[src/rtl/cpu_mem_pkg.sv]
// Shared definitions for the CPU data-memory access path.
// Contents:
//   - default widths and depth for the data memory
//   - the controller state encoding
//   - the memory read latency (rd_en sampled -> data_out valid)
//   - a helper that flags request addresses outside the memory
package cpu_mem_pkg;

  localparam int DATA_W_DEF = 16;
  localparam int ADDR_W_DEF = 6;
  localparam int DEPTH_DEF  = 64;
  localparam int REQ_ADDR_W = 16;
  // The RD -> CAP -> RESP sequence is built around this one-cycle latency.
  localparam int MEM_RD_LAT = 1;

  typedef enum logic [2:0] {
    ST_INIT = 3'd0,
    ST_IDLE = 3'd1,
    ST_WR   = 3'd2,
    ST_RD   = 3'd3,
    ST_CAP  = 3'd4,
    ST_RESP = 3'd5
  } state_t;

  // Any set bit above the memory word-address range is an error.
  function automatic logic addr_oob(input logic [REQ_ADDR_W-1:0] addr,
                                    input int unsigned           aw);
    return (addr >> aw) != '0;
  endfunction

endpackage

[src/rtl/data_mem_access_ctrl_if.sv]
// Request/response handshake bundle between the execute stage (master)
// and the data-memory access controller (slave).
// Signals:
//   req_valid/req_ready  request handshake
//   req_we               1 = store, 0 = load
//   req_addr             16-bit word address from the ALU
//   req_wdata            store data
//   resp_valid/resp_ready response handshake
//   resp_rdata           load data (0 for stores and errors)
//   resp_err             address out of range, no access performed
interface data_mem_access_ctrl_if #(
  parameter int DATA_W = 16
);
  logic              req_valid;
  logic              req_ready;
  logic              req_we;
  logic [15:0]       req_addr;
  logic [DATA_W-1:0] req_wdata;
  logic              resp_valid;
  logic              resp_ready;
  logic [DATA_W-1:0] resp_rdata;
  logic              resp_err;

  modport master (
    output req_valid, req_we, req_addr, req_wdata, resp_ready,
    input  req_ready, resp_valid, resp_rdata, resp_err
  );

  modport slave (
    input  req_valid, req_we, req_addr, req_wdata, resp_ready,
    output req_ready, resp_valid, resp_rdata, resp_err
  );
endinterface

[src/rtl/data_mem_access_ctrl.sv]
// Data-memory access controller: initiator side of the data-memory port.
// Accepts one load/store at a time from the datapath, drives the memory
// strobes, captures read data and returns a response. After reset it can
// sweep the whole memory to zero before taking requests.
// Ports:
//   clk          rising-edge clock
//   rst          synchronous active-low reset
//   bus          request/response handshake (slave side)
//   init_done    clear sweep finished (or skipped)
//   mem_wr_en    memory write strobe
//   mem_rd_en    memory read strobe
//   mem_address  memory word address
//   mem_data_in  memory write data
//   mem_data_out memory read data, valid the cycle after rd_en is sampled
module data_mem_access_ctrl
  import cpu_mem_pkg::*;
#(
  parameter int DATA_W     = DATA_W_DEF,
  parameter int ADDR_W     = ADDR_W_DEF,
  parameter int DEPTH      = DEPTH_DEF,
  parameter bit INIT_CLEAR = 1'b1
) (
  input  logic                  clk,
  input  logic                  rst,
  data_mem_access_ctrl_if.slave bus,
  output logic                  init_done,
  output logic                  mem_wr_en,
  output logic                  mem_rd_en,
  output logic [ADDR_W-1:0]     mem_address,
  output logic [DATA_W-1:0]     mem_data_in,
  input  logic [DATA_W-1:0]     mem_data_out
);

  localparam logic [ADDR_W-1:0] LAST_ADDR = ADDR_W'(DEPTH - 1);

  state_t state, state_d;

  logic              req_ready_q, req_ready_d;
  logic              resp_valid_q, resp_valid_d;
  logic [DATA_W-1:0] resp_rdata_q, resp_rdata_d;
  logic              resp_err_q, resp_err_d;
  logic              init_done_d;
  logic              wr_en_d, rd_en_d;
  logic [ADDR_W-1:0] addr_d;
  logic [DATA_W-1:0] din_d;

  assign bus.req_ready  = req_ready_q;
  assign bus.resp_valid = resp_valid_q;
  assign bus.resp_rdata = resp_rdata_q;
  assign bus.resp_err   = resp_err_q;

  // Every output is a flop loaded with the value belonging to the state
  // being entered, so the strobes line up with the state register.
  always_ff @(posedge clk) begin
    if (!rst) begin
      state        <= INIT_CLEAR ? ST_INIT : ST_IDLE;
      req_ready_q  <= 1'b0;
      resp_valid_q <= 1'b0;
      resp_rdata_q <= '0;
      resp_err_q   <= 1'b0;
      init_done    <= !INIT_CLEAR;
      mem_wr_en    <= 1'b0;
      mem_rd_en    <= 1'b0;
      mem_address  <= '0;
      mem_data_in  <= '0;
    end else begin
      state        <= state_d;
      req_ready_q  <= req_ready_d;
      resp_valid_q <= resp_valid_d;
      resp_rdata_q <= resp_rdata_d;
      resp_err_q   <= resp_err_d;
      init_done    <= init_done_d;
      mem_wr_en    <= wr_en_d;
      mem_rd_en    <= rd_en_d;
      mem_address  <= addr_d;
      mem_data_in  <= din_d;
    end
  end

  always_comb begin
    state_d      = state;
    req_ready_d  = 1'b0;
    resp_valid_d = 1'b0;
    resp_rdata_d = '0;
    resp_err_d   = 1'b0;
    init_done_d  = init_done;
    wr_en_d      = 1'b0;
    rd_en_d      = 1'b0;
    addr_d       = mem_address;
    din_d        = mem_data_in;

    unique case (state)
      // mem_address doubles as the sweep counter. The first INIT cycle
      // after reset has no write in progress yet (wr_en low), so it
      // launches address 0; each later cycle advances by one until the
      // write of the last word has been presented.
      ST_INIT: begin
        if (!mem_wr_en) begin
          wr_en_d = 1'b1;
          addr_d  = '0;
          din_d   = '0;
        end else if (mem_address == LAST_ADDR) begin
          state_d     = ST_IDLE;
          init_done_d = 1'b1;
          req_ready_d = 1'b1;
        end else begin
          wr_en_d = 1'b1;
          addr_d  = mem_address + ADDR_W'(1);
          din_d   = '0;
        end
      end

      // req_ready_q can be low in IDLE only for the first cycle after a
      // reset without a clear sweep; no request is taken in that cycle.
      ST_IDLE: begin
        if (req_ready_q && bus.req_valid) begin
          if (addr_oob(bus.req_addr, ADDR_W)) begin
            state_d      = ST_RESP;
            resp_valid_d = 1'b1;
            resp_err_d   = 1'b1;
          end else if (bus.req_we) begin
            state_d = ST_WR;
            wr_en_d = 1'b1;
            addr_d  = bus.req_addr[ADDR_W-1:0];
            din_d   = bus.req_wdata;
          end else begin
            state_d = ST_RD;
            rd_en_d = 1'b1;
            addr_d  = bus.req_addr[ADDR_W-1:0];
          end
        end else begin
          req_ready_d = 1'b1;
        end
      end

      ST_WR: begin
        state_d      = ST_RESP;
        resp_valid_d = 1'b1;
      end

      // Memory samples rd_en at the end of RD; data is on data_out
      // throughout CAP and is captured as CAP hands over to RESP.
      ST_RD: begin
        state_d = ST_CAP;
      end

      ST_CAP: begin
        state_d      = ST_RESP;
        resp_valid_d = 1'b1;
        resp_rdata_d = mem_data_out;
      end

      ST_RESP: begin
        if (bus.resp_ready) begin
          state_d     = ST_IDLE;
          req_ready_d = 1'b1;
        end else begin
          resp_valid_d = 1'b1;
          resp_rdata_d = resp_rdata_q;
          resp_err_d   = resp_err_q;
        end
      end

      default: begin
        state_d     = ST_IDLE;
        req_ready_d = 1'b1;
      end
    endcase
  end

endmodule

[src/flat_wrapper.sv]
// flat-port wrapper written by rule: the top's interface ports become plain ports
module data_mem_access_ctrl_flat import cpu_mem_pkg::*;
#(
  parameter int DATA_W     = DATA_W_DEF,
  parameter int ADDR_W     = ADDR_W_DEF,
  parameter int DEPTH      = DEPTH_DEF,
  parameter bit INIT_CLEAR = 1'b1
)
  (clk, rst, init_done, mem_wr_en, mem_rd_en, mem_address, mem_data_in, mem_data_out, bus_req_valid, bus_req_we, bus_req_addr, bus_req_wdata, bus_resp_ready, bus_req_ready, bus_resp_valid, bus_resp_rdata, bus_resp_err);
  data_mem_access_ctrl_if #(.DATA_W(DATA_W)) bus_i ();
  input  logic clk;
  input  logic rst;
  output logic init_done;
  output logic mem_wr_en;
  output logic mem_rd_en;
  output logic [ADDR_W-1:0] mem_address;
  output logic [DATA_W-1:0] mem_data_in;
  input  logic [DATA_W-1:0] mem_data_out;
  input wire logic [$bits(bus_i.req_valid)-1:0] bus_req_valid;
  input wire logic [$bits(bus_i.req_we)-1:0] bus_req_we;
  input wire logic [$bits(bus_i.req_addr)-1:0] bus_req_addr;
  input wire logic [$bits(bus_i.req_wdata)-1:0] bus_req_wdata;
  input wire logic [$bits(bus_i.resp_ready)-1:0] bus_resp_ready;
  output wire logic [$bits(bus_i.req_ready)-1:0] bus_req_ready;
  output wire logic [$bits(bus_i.resp_valid)-1:0] bus_resp_valid;
  output wire logic [$bits(bus_i.resp_rdata)-1:0] bus_resp_rdata;
  output wire logic [$bits(bus_i.resp_err)-1:0] bus_resp_err;
  assign bus_i.req_valid = bus_req_valid;
  assign bus_i.req_we = bus_req_we;
  assign bus_i.req_addr = bus_req_addr;
  assign bus_i.req_wdata = bus_req_wdata;
  assign bus_i.resp_ready = bus_resp_ready;
  assign bus_req_ready = bus_i.req_ready;
  assign bus_resp_valid = bus_i.resp_valid;
  assign bus_resp_rdata = bus_i.resp_rdata;
  assign bus_resp_err = bus_i.resp_err;
  data_mem_access_ctrl #(.DATA_W(DATA_W), .ADDR_W(ADDR_W), .DEPTH(DEPTH), .INIT_CLEAR(INIT_CLEAR)) u_core (.clk(clk), .rst(rst), .bus(bus_i), .init_done(init_done), .mem_wr_en(mem_wr_en), .mem_rd_en(mem_rd_en), .mem_address(mem_address), .mem_data_in(mem_data_in), .mem_data_out(mem_data_out));
endmodule
[config.mk]
export PLATFORM = sky130hd
export DESIGN_NAME = data_mem_access_ctrl_flat
export DESIGN_NICKNAME = d
export VERILOG_FILES = /design/src/rtl/cpu_mem_pkg.sv /design/src/rtl/data_mem_access_ctrl_if.sv /design/src/rtl/data_mem_access_ctrl.sv /design/src/flat_wrapper.sv
export SDC_FILE = /design/constraint.sdc
export NUM_CORES = 1
export LEC_CHECK = 0
export ABC_CLOCK_PERIOD_IN_PS = 5600
export CORE_MARGIN = 2
export CORE_UTILIZATION = 43
export CTS_CLUSTER_DIAMETER = 120
export DETAILED_ROUTE_END_ITERATION = 12
export HOLD_SLACK_MARGIN = 0.05
export PLACE_DENSITY = 0.86
export SETUP_SLACK_MARGIN = 0.1
export SYNTH_ARGS = -nofsm -noshare
export SYNTH_HDL_FRONTEND = slang
export SYNTH_SLANG_ARGS = --single-unit
[constraint.sdc]
create_clock -name clk -period 5.6 [get_ports clk]
set_clock_uncertainty 0.1 [all_clocks]
set_input_delay 1.68 -clock clk [delete_from_list [all_inputs] [get_ports clk]]
set_output_delay 1.68 -clock clk [all_outputs]
set_load 0.01 [all_outputs]
==> key figures <==
Status
  – Outcome: finished, final reports clean

Hold path
  – Worst min-delay path class: register to register

Clock network
  – Setup repair bufs after CTS: 0
  – Post-CTS Hold Fix Bufs: 0
  – CTS tree: done
  – Clock Pin Slew Worst Setup and Hold Paths: 90 ps
  – CTS HTree Levels: 2
  – CTS root buffer: sky130_fd_sc_hd__clkbuf_8
  – Clock insertion delay at the later pin of the skew report: 300 ps
  – Bufs on Longest Clock Path: 2
  – Cts bufs inserted: 5
  – Number of cells upsized or downsized after cts: 0
  – Sinks on the clock net: 47

Layout
  – Diodes inserted: 0
  – Final #Nets: 353
  – Fraction of layout instances using a drive strength above 1: 0.0733
  – Area added between synthesis and finish: 57.9%
  – Utilization after layout: 0.707
  – Most common cell after layout, fill and taps aside: sky130_fd_sc_hd__clkdlybuf4s50_1
  – Final instance area: 0.00308 mm^2
  – Most frequent cells in the layout: sky130_fd_sc_hd__clkdlybuf4s50_1, sky130_fd_sc_hd__dfxtp_1, sky130_fd_sc_hd__nor2_1
  – Non-filler cells in the finished layout: 352

Power and ir drop
  – Leak: 1.06 nW
  – Total power divided by cell area: 222 mW/mm^2
  – Switching part of the total: 0.193
  – Logic gate share of total power: 0.074
  – Sw power: 0.132 mW
  – Part of the total power dissipated in sequential elements: 0.492
  – Maximum vdd drop: 144 uV
  – Internal power component: 0.553 mW
  – Share of total power in the clock network: 0.434

Place
  – Instance area at placement: 0.00294 mm^2
  – Number of buffer cells added on primary ports: 96
  – Total placed cells including tap cells: 344
  – HPWL reported at the end of detailed placement: 3.92 mm
  – Routability congestion estimate: 0.821

Logic synthesis
  – Share of the synthesized area in compound gates (AO/OA/AOI/OAI): 0.253
  – Yosys reg bits: 47
  – Number of instances in the synthesized netlist: 208
  – Post-Synthesis Mean Instance Area: 9.38 um^2
  – Xor/xnor cell area share of the yosys netlist: 0.00449
  – Proportion of synthesized area in mux cells: 0.0128
  – Top_reg_cell synth: sky130_fd_sc_hd__dfxtp_1
  – Synth unique cells: 44
  – Proportion of synthesized chip area in sequential cells: 0.482
  – EDFF count, synth: 0
  – Syn. warnings: 0
  – Share of synthesized flip-flops with an asynchronous set or reset: 0
  – Simple-gate area share of the yosys netlist: 0.204
  – Arithmetic-cell share of the synthesized area counting full adders, half adders and majority gates: 0.00641
  – Post-synthesis cell area: 0.00195 mm^2
  – Total nets after synthesis: 262
  – Combinational family with the most area after synthesis: compound AO/OA/AOI/OAI gates

Die
  – Placeable core region: 0.00435 mm^2
  – Die Y: 71.4 um
  – Rows: 24
  – Boundary Pins: 97
  – Starting density of the core: 0.448
  – Area of the die: 0.00509 mm^2
  – Die Span X: 71.4 um

Detailed routing
  – ANT nets after route: 0
  – Routed vias: 1,969
  – DRC violations left: 0
  – Number of vias per cell: 5.59
  – Initial DRC Count: 162
  – Routed WL: 5.30 mm
  – Number of optimization iterations in the first detailed-route pass: 5
  – WL/cell: 15.1 um

STA
  – Number of setup violations in the final report: 0
  – Unrepaired setup endpoints after global routing: no
  – Number of endpoints with negative hold slack in the final report: 0
  – Post-layout minimum cycle time: 3920 ps
  – Sum of negative setup slack: 0 ps
  – Final period utilization: 0.699
  – Transition at the pin with the smallest max-transition slack: 1030 ps
  – Max_slew headroom: 0.316
  – Maximum operating frequency: 0.255 GHz
  – Fin. max-slew vios: 0

Global route
  – Number of antenna violations at the first check in global routing: 0
  – Wire length of the first global-routing pass: 8.62 mm
  – GR Util met1: 0.259
  – Pin count of the biggest net entering global routing: 26
  – Global routing met2 resource utilization: 0.358
  – Overall routing resource usage: 0.211
  – GRT overflow: 0
  – Most congested layer reported by global routing: met2
  – Vias in the first global route: 1,881
  – Global-route met3 utilization: 0.0605

Critical path
  – Max FO, Critical Path: 25
  – Critical Path, Cell by Cell: clkdlybuf4s50_1 -> inv_1 -> a311oi_2 -> a22o_1
  – Crit path DAT: 4060 ps
  – Delay contributed by the slowest stage of the critical path: 950 ps
  – Master of the slowest instance on the critical path: sky130_fd_sc_hd__a311oi_2
  – Element type at the critical path start: input port
  – Start-to-end type of the worst setup path: input port to register
  – Sort of element at the end of the critical path: register
  – Worst Path Required: 5750 ps

Run
  – Number of max-cap violations: 0
power by group through the flow:
| stage | clock network (mW) | logic (mW) | registers, mW |
|---|---|---|---|
| floorplan | 0 | 0.00862 | 0.345 |
| global placement | 0 | 0.0501 | 0.345 |
| detailed placement | 0 | 0.0505 | 0.345 |
| CTS | 0.302 | 0.0507 | 0.337 |
| global route | 0.313 | 0.0542 | 0.337 |
| finish | 0.297 | 0.0505 | 0.337 |
through the flow:
step                      hold slack, ps  worst slack [ps]  power (mW)
after floorplan                      370              2070       0.353
after global placement               336              1470       0.395
after detailed placement             346              1370       0.395
after CTS                            359              1680       0.690
after global routing                 382              1480       0.705
final                                355              1680       0.685
final cells by class:
| cell class | instances | area, um^2 |
|---|---|---|
| multi-input combinational | 144 | 950 |
| inverter | 4 | 15.0 |
| clock inverter | 3 | 71.3 |
| clock buffer | 5 | 68.8 |
| sequential | 47 | 941 |
| timing repair buffer | 97 | 968 |
| tap | 52 | 65.1 |
| fill | 361 | 1270 |
path summary, 6_finish.rpt:
| check | start | endpoint | slack (ps) | cells after the start |
|---|---|---|---|---|
| setup / recovery | rst | u_core.mem_data_in[7] | 1680 | 4 |
| hold / removal | u_core.init_done | u_core.init_done | 360 | 2 |
| setup reg to reg | u_core.state[0] | u_core.mem_data_in[7] | 2980 | 5 |
| hold reg to reg | u_core.init_done | u_core.init_done | 360 | 2 |
state kept, by name, indices dropped and copies added (netlist names):
register and flops:
u_core.state 3, u_core.bus.req_ready 1, u_core.mem_wr_en 1, u_core.bus.resp_rdata 16, u_core.init_done 1, u_core.mem_address 6
u_core.mem_data_in 16, u_core.mem_rd_en 1, u_core.bus.resp_err 1, u_core.bus.resp_valid 1
cells in the mapped netlist, types with 4 or more instances:
cell type	count	share of area
sky130_fd_sc_hd__a21oi_1	9	0.023
sky130_fd_sc_hd__dfxtp_1	47	0.48
sky130_fd_sc_hd__clkbuf_1	9	0.017
sky130_fd_sc_hd__a22o_1	16	0.072
sky130_fd_sc_hd__and2_1	4	0.013
sky130_fd_sc_hd__nand3_1	8	0.021
sky130_fd_sc_hd__inv_1	4	0.0077
sky130_fd_sc_hd__nor2_1	19	0.037
sky130_fd_sc_hd__a22oi_1	16	0.062
sky130_fd_sc_hd__nor3_1	7	0.018
sky130_fd_sc_hd__nand2_1	16	0.031
critical path: cells and delay by family:
kind	cells	cell delay, ps
AO/OA/AOI/OAI	2	1220
buffers and inverters	2	1150
routing by layer:
layer	wire, um	part of all wire
met2	2630	0.50
met4	80	0.015
met3	407	0.077
met5	0	0
met1	2180	0.41
kinds of logic (layout without fill, tap and decap cells):
kind of cell,after synthesis,after routing
adder cells (fa/ha/maj),1,1
AND/OR/NAND/NOR,75,75
AO/OA/AOI/OAI,65,65
flip-flops,47,47
buffers and inverters,17,109
multiplexers,2,2
XOR/XNOR,1,1
(Power assumes the default switching activity.)
